## config.mk

```make
export PLATFORM = sky130hd
export DESIGN_NAME = signal_table_sequencer
export DESIGN_NICKNAME = d
export VERILOG_FILES = /design/src/rtl/signal_table_sequencer_pkg.sv /design/src/rtl/signal_table_sequencer_rate_divider.sv /design/src/rtl/signal_table_sequencer.sv
export SDC_FILE = /design/constraint.sdc
export NUM_CORES = 1
export LEC_CHECK = 0
export CAP_MARGIN = 20
export CORE_ASPECT_RATIO = 0.5
export CORE_UTILIZATION = 40
export DETAILED_ROUTE_END_ITERATION = 7
export GPL_ROUTABILITY_DRIVEN = 0
export GPL_TIMING_DRIVEN = 1
export PLACE_DENSITY = 0.89
export SYNTH_ARGS = -nofsm -noshare
export SYNTH_HDL_FRONTEND = slang
export SYNTH_SLANG_ARGS = --single-unit
export TNS_END_PERCENT = 10
```

## constraint.sdc

```tcl
create_clock -name Clk -period 1.6 [get_ports Clk]
set_input_delay 0.32 -clock Clk [delete_from_list [all_inputs] [get_ports Clk]]
set_output_delay 0.32 -clock Clk [all_outputs]
set_load 0.01 [all_outputs]
```

## src/rtl/signal_table_sequencer_pkg.sv

```systemverilog
// Shared definitions for the signal table sequencer: FSM state encoding and
// the minimum divider setting that keeps the sample period at 4 cycles or more.
package signal_table_sequencer_pkg;

  typedef enum logic [1:0] {
    IDLE = 2'd0,
    RD   = 2'd1,
    CAP  = 2'd2,
    WR   = 2'd3
  } seq_state_t;

  localparam int RATE_MIN = 3;

endpackage

```

## src/rtl/signal_table_sequencer_rate_divider.sv

```systemverilog
// Sample-rate divider: counts 0..Rate_eff while enabled and flags the last count.
// Rate values below RATE_MIN are raised to RATE_MIN.
module signal_table_sequencer_rate_divider
  import signal_table_sequencer_pkg::*;
#(
  parameter int rate_width = 16
) (
  input  logic                  Clk,
  input  logic                  Rst,
  input  logic                  Enable,
  input  logic [rate_width-1:0] Rate,
  output logic                  tick
);

  logic [rate_width-1:0] rate_eff;
  logic [rate_width-1:0] cnt_reg;
  logic [rate_width-1:0] cnt_next;

  always_comb begin
    rate_eff = (Rate < rate_width'(RATE_MIN)) ? rate_width'(RATE_MIN) : Rate;
  end

  assign tick = Enable && (cnt_reg == rate_eff);

  // A count already above a newly lowered Rate runs on through the full
  // counter range before it can match again.
  always_comb begin
    cnt_next = cnt_reg + 1'b1;
    if (!Enable) begin
      cnt_next = '0;
    end else if (cnt_reg == rate_eff) begin
      cnt_next = '0;
    end
  end

  always_ff @(posedge Clk) begin
    if (Rst) begin
      cnt_reg <= '0;
    end else begin
      cnt_reg <= cnt_next;
    end
  end

endmodule

```

## src/rtl/signal_table_sequencer.sv

```systemverilog
// Plays the signal table back to the PWM duty register at a programmable rate,
// sharing the table's single port with host reloads (reads take priority).
module signal_table_sequencer
  import signal_table_sequencer_pkg::*;
#(
  parameter int data_width = 8,
  parameter int addr_width = 7,
  parameter int data_range = 100,
  parameter int rate_width = 16
) (
  input  logic                  Clk,
  input  logic                  Rst,
  input  logic                  Enable,
  input  logic [rate_width-1:0] Rate,
  input  logic                  WrReq,
  input  logic [addr_width-1:0] WrAddr,
  input  logic [data_width-1:0] WrData,
  output logic                  WrAck,
  output logic                  mem_WR,
  output logic [addr_width-1:0] mem_address,
  output logic [data_width-1:0] mem_dataIn,
  input  logic [data_width-1:0] mem_dataOut,
  output logic [data_width-1:0] Sample,
  output logic                  SampleValid,
  output logic                  Wrap
);

  localparam logic [addr_width-1:0] LAST_ADDR = addr_width'(data_range - 1);

  seq_state_t            state_reg, state_next;
  logic                  tick;
  logic                  tick_pend_reg, tick_pend_next;
  logic [addr_width-1:0] rd_ptr_reg, rd_ptr_next;
  logic [data_width-1:0] sample_reg, sample_next;
  logic                  sample_valid_reg, sample_valid_next;
  logic                  wrap_reg, wrap_next;

  signal_table_sequencer_rate_divider #(
    .rate_width(rate_width)
  ) u_rate_divider (
    .Clk   (Clk),
    .Rst   (Rst),
    .Enable(Enable),
    .Rate  (Rate),
    .tick  (tick)
  );

  always_comb begin
    state_next        = state_reg;
    rd_ptr_next       = rd_ptr_reg;
    sample_next       = sample_reg;
    sample_valid_next = 1'b0;
    wrap_next         = 1'b0;
    mem_WR            = 1'b0;
    mem_address       = rd_ptr_reg;
    mem_dataIn        = '0;
    WrAck             = 1'b0;

    case (state_reg)
      IDLE: begin
        if (tick || tick_pend_reg) begin
          state_next = RD;
        end else if (WrReq) begin
          state_next = WR;
        end
      end
      RD: begin
        state_next = CAP;
      end
      CAP: begin
        sample_next       = mem_dataOut;
        sample_valid_next = 1'b1;
        wrap_next         = (rd_ptr_reg == LAST_ADDR);
        rd_ptr_next       = (rd_ptr_reg == LAST_ADDR) ? '0 : rd_ptr_reg + 1'b1;
        state_next        = IDLE;
      end
      WR: begin
        mem_WR      = 1'b1;
        mem_address = WrAddr;
        mem_dataIn  = WrData;
        WrAck       = 1'b1;
        state_next  = IDLE;
      end
      default: begin
        state_next = IDLE;
      end
    endcase

    // A tick landing during a write is remembered until the read starts.
    tick_pend_next = (state_next == RD) ? 1'b0 : (tick_pend_reg | tick);
  end

  always_ff @(posedge Clk) begin
    if (Rst) begin
      state_reg        <= IDLE;
      tick_pend_reg    <= 1'b0;
      rd_ptr_reg       <= '0;
      sample_reg       <= '0;
      sample_valid_reg <= 1'b0;
      wrap_reg         <= 1'b0;
    end else begin
      state_reg        <= state_next;
      tick_pend_reg    <= tick_pend_next;
      rd_ptr_reg       <= rd_ptr_next;
      sample_reg       <= sample_next;
      sample_valid_reg <= sample_valid_next;
      wrap_reg         <= wrap_next;
    end
  end

  assign Sample      = sample_reg;
  assign SampleValid = sample_valid_reg;
  assign Wrap        = wrap_reg;

endmodule

```

==> impl_metrics.py <==
metrics = {
    "global_route": {
        "gr-total-overflow": 0,
        "antenna_found_initial": 0,
        "grt_pass1_vias": 1920,
        "grt_max_degree": 16,
        "gr-usage-all-layers_pct": 21.9,
        "grt_pass1_wl_um": 8400,
    },
    "logic_synthesis": {
        "syn_avg_cell_area_um2": 8.84,
        "yosysWarnings": 0,
        "ys_seq_area_share_pct": 39.0,
        "synth_top_family_by_area": "simple AND/OR/NAND/NOR gates",
        "synth_compound_area_share_pct": 7.58,
        "synth-simple-area-share_pct": 27.6,
        "syn_area_mm2": 0.00185,
        "synthMuxAreaShare_pct": 4.27,
        "syn-num-nets": 254,
        "synth_cells": 209,
        "ys_types": 35,
        "synth_xor_area_share_pct": 17.4,
        "ys_seq_elements": 36,
        "yosys.area_share.adder_pct": 1.35,
    },
    "worst_setup_path": {
        "r2r_start": "u_rate_divider.cnt_reg[7]",
        "critPathCaptureType": "flop",
        "cp.required_ps": 1780,
        "path_class": "flop to flop",
        "crit_start": "u_rate_divider.cnt_reg[7]",
        "r2r_slack_ps": -140,
        "path_max_fanout": 15,
        "critPathBufInv": 2,
        "arrival_ps": 1920,
        "slowest_delay_ps": 330,
        "path_delay_family": "simple AND/OR/NAND/NOR gates",
        "critical_path.startpoint_type": "flop",
        "critical_path.slowest_cell": "dfxtp_2",
        "path_cells": "xor2_1 -> nor4_2 -> nand4_1 -> buf_4 -> o31ai_4 -> buf_12 -> nor2_1",
    },
    "routing": {
        "drc": 4,
        "drt_iter0_drc": 49,
        "vias_per_cell": 5.08,
        "dr.pass1.iters": 6,
        "ant_nets": 0,
        "wirelength_um": 5380,
        "wire_per_inst_um": 14.4,
        "vias": 1894,
    },
    "place": {
        "placed_area_mm2": 0.00290,
        "io_buffer_count": 69,
        "dp_hpwl_um": 3920,
        "place_inst": 362,
        "dp_slack_ps": -666,
    },
    "power": {
        "clkPwrFrac_pct": 38.3,
        "vdd_ir_drop_max_v": 0.000393,
        "power_density_mw_per_mm2": 691,
        "p_int_mw": 1.58,
        "power.switching_uw": 515,
        "leakage_nw": 1.30,
        "combPwrFrac_pct": 17.2,
        "pwr-share-seq_pct": 44.5,
        "p_sw_share_pct": 24.6,
    },
    "layout": {
        "layout.area.seq_um2": 726,
        "final_cells": 373,
        "multi_input_area_mm2": 0.00119,
        "num_antenna_cells": 0,
        "drive_above_1_share_pct": 34.5,
        "largest_register_ffs": 16,
        "syn2layout_area_growth_pct": 64.0,
        "fill_cells": 348,
        "nets": 360,
        "layout_commonest_cell": "clkdlybuf4s50_1",
        "mostFrequentLayoutCells": "clkdlybuf4s50_1 (38), buf_4 (34), dfxtp_1 (32)",
        "fin_area_mm2": 0.00303,
    },
    "die": {
        "die_x_um": 98.1,
        "core_area_mm2": 0.00442,
        "start_util_pct": 41.8,
        "dieHeight_um": 50.1,
        "num_io_pins": 70,
        "die_area_mm2": 0.00491,
        "rows": 17,
    },
    "worst_hold_path": {
        "hp-class": "flop to flop",
        "holdCritStartpoint": "Sample[0]",
    },
    "clocking": {
        "cts.sinks": 36,
        "clk_path_buf_depth": 2,
        "cts_buffers": 5,
        "clock_latency_ps": 290,
        "root_buffer": "clkbuf_8",
        "clk_pin_slew_worst_paths_ps": 80,
        "cts_tree": "built",
        "hold_buffers": 0,
        "cts_htree_levels": 2,
    },
    "timing": {
        "hold_violations": 0,
        "skew_ps": 8.97,
        "holdWs_ps": 471,
        "period_minus_slack_ps": 1740,
        "max_slew_margin_pct": 71.6,
        "worst_pin_slew_ps": 425,
        "fin_ws_ps": -142,
        "drv_slew": 0,
        "layout_worst_path_cycle_share_pct": 109,
        "max_freq_mhz": 574,
        "tns_ps": -2060,
        "finalSetupViolCount": 21,
        "rsz0062_at_grt": "yes",
    },
    "run_status": {
        "status": "finished, violations left",
        "violations": "design-rule violations, negative setup slack",
    },
    "flow_run": {
        "drv_cap": 0,
    },
}
## final timing paths
path,end,cells after the start
min reg2reg,Sample[0],2
max,u_rate_divider.cnt_reg[3],7
min,Sample[0],2
max reg2reg,u_rate_divider.cnt_reg[3],7
## what timing repair did
action / 4_1_cts / 5_1_grt
setup endpoints to repair: 42 / 35
setup buffers: 2 / 1
endpoints found under the hold margin: 0 / 0
gates resized for setup: 110 / 5
pin swaps: 16 / 3
## layer usage
metal	track usage [%]	up-vias	wire (µm)
met5	0	-	0
met4	6.57	0	68
met3	6.10	9	303
met2	40.6	67	2860
met1	24.7	899	2150
li1	-	919	-
## power groups by stage
stage / sequential (mW) / clock (mW) / combinational [mW]
3_3_place_gp: 0.949 / 0 / 0.342
3_5_place_dp: 0.951 / 0 / 0.354
4_1_cts: 0.933 / 0.799 / 0.350
6_report: 0.933 / 0.802 / 0.360
5_1_grt: 0.935 / 0.854 / 0.386
2_1_floorplan: 0.959 / 0 / 0.123
## kinds of logic after synthesis
kind of cell | after synthesis
AND/OR/NAND/NOR | 97
flip-flops | 36
XOR/XNOR | 35
AO/OA/AOI/OAI | 21
buffers and inverters | 11
multiplexers | 7
adder cells (fa/ha/maj) | 2
## worst min-delay path, stage by stage (launching register included)
cell and delay, ps:
dfxtp_1 320, nand2_1 50, a21oi_1 60
## area by class of cell
cell class                 instances  area share (%)
multi-input combinational        162            39.2
timing repair buffer             107            30.5
sequential                        36            23.9
tap                               57            2.35
clock buffer                       5            2.27
clock inverter                     3            1.40
inverter                           3           0.371
## cell usage after synthesis (all sizes together)
library cell  number  area, µm²
nor3               4       20.0
dfxtp             36        721
a41oi              2       17.5
clkbuf             6       22.5
a21oi             11       55.1
ha                 2       25.0
inv                3       11.3
o21ai              4       23.8
nand3              8       40.0
nor2b              1       6.26
or3                3       23.8
xnor2             10        103
nand4              2       12.5
xor2              25        219
nand2             29        109
or4                1       7.51
o31ai              1       21.3
o21a               1       7.51
and2b              1       7.51
and3              12       76.3
o22ai              1       6.26
and4               1       8.76
buf                2       18.8
o32ai              1       8.76
nor2              26        123
mux2               7       78.8
nand2b             2       12.5
nor4               7       62.6
## through the flow
stage                     utilization [%]  power, mW
after floorplan                         -       1.08
after global routing                 68.5       2.18
after CTS                            67.8       2.08
after global placement               65.6       1.29
after detailed placement             65.6       1.30
final                                68.5       2.10
Power figures use the tool's default switching activity.
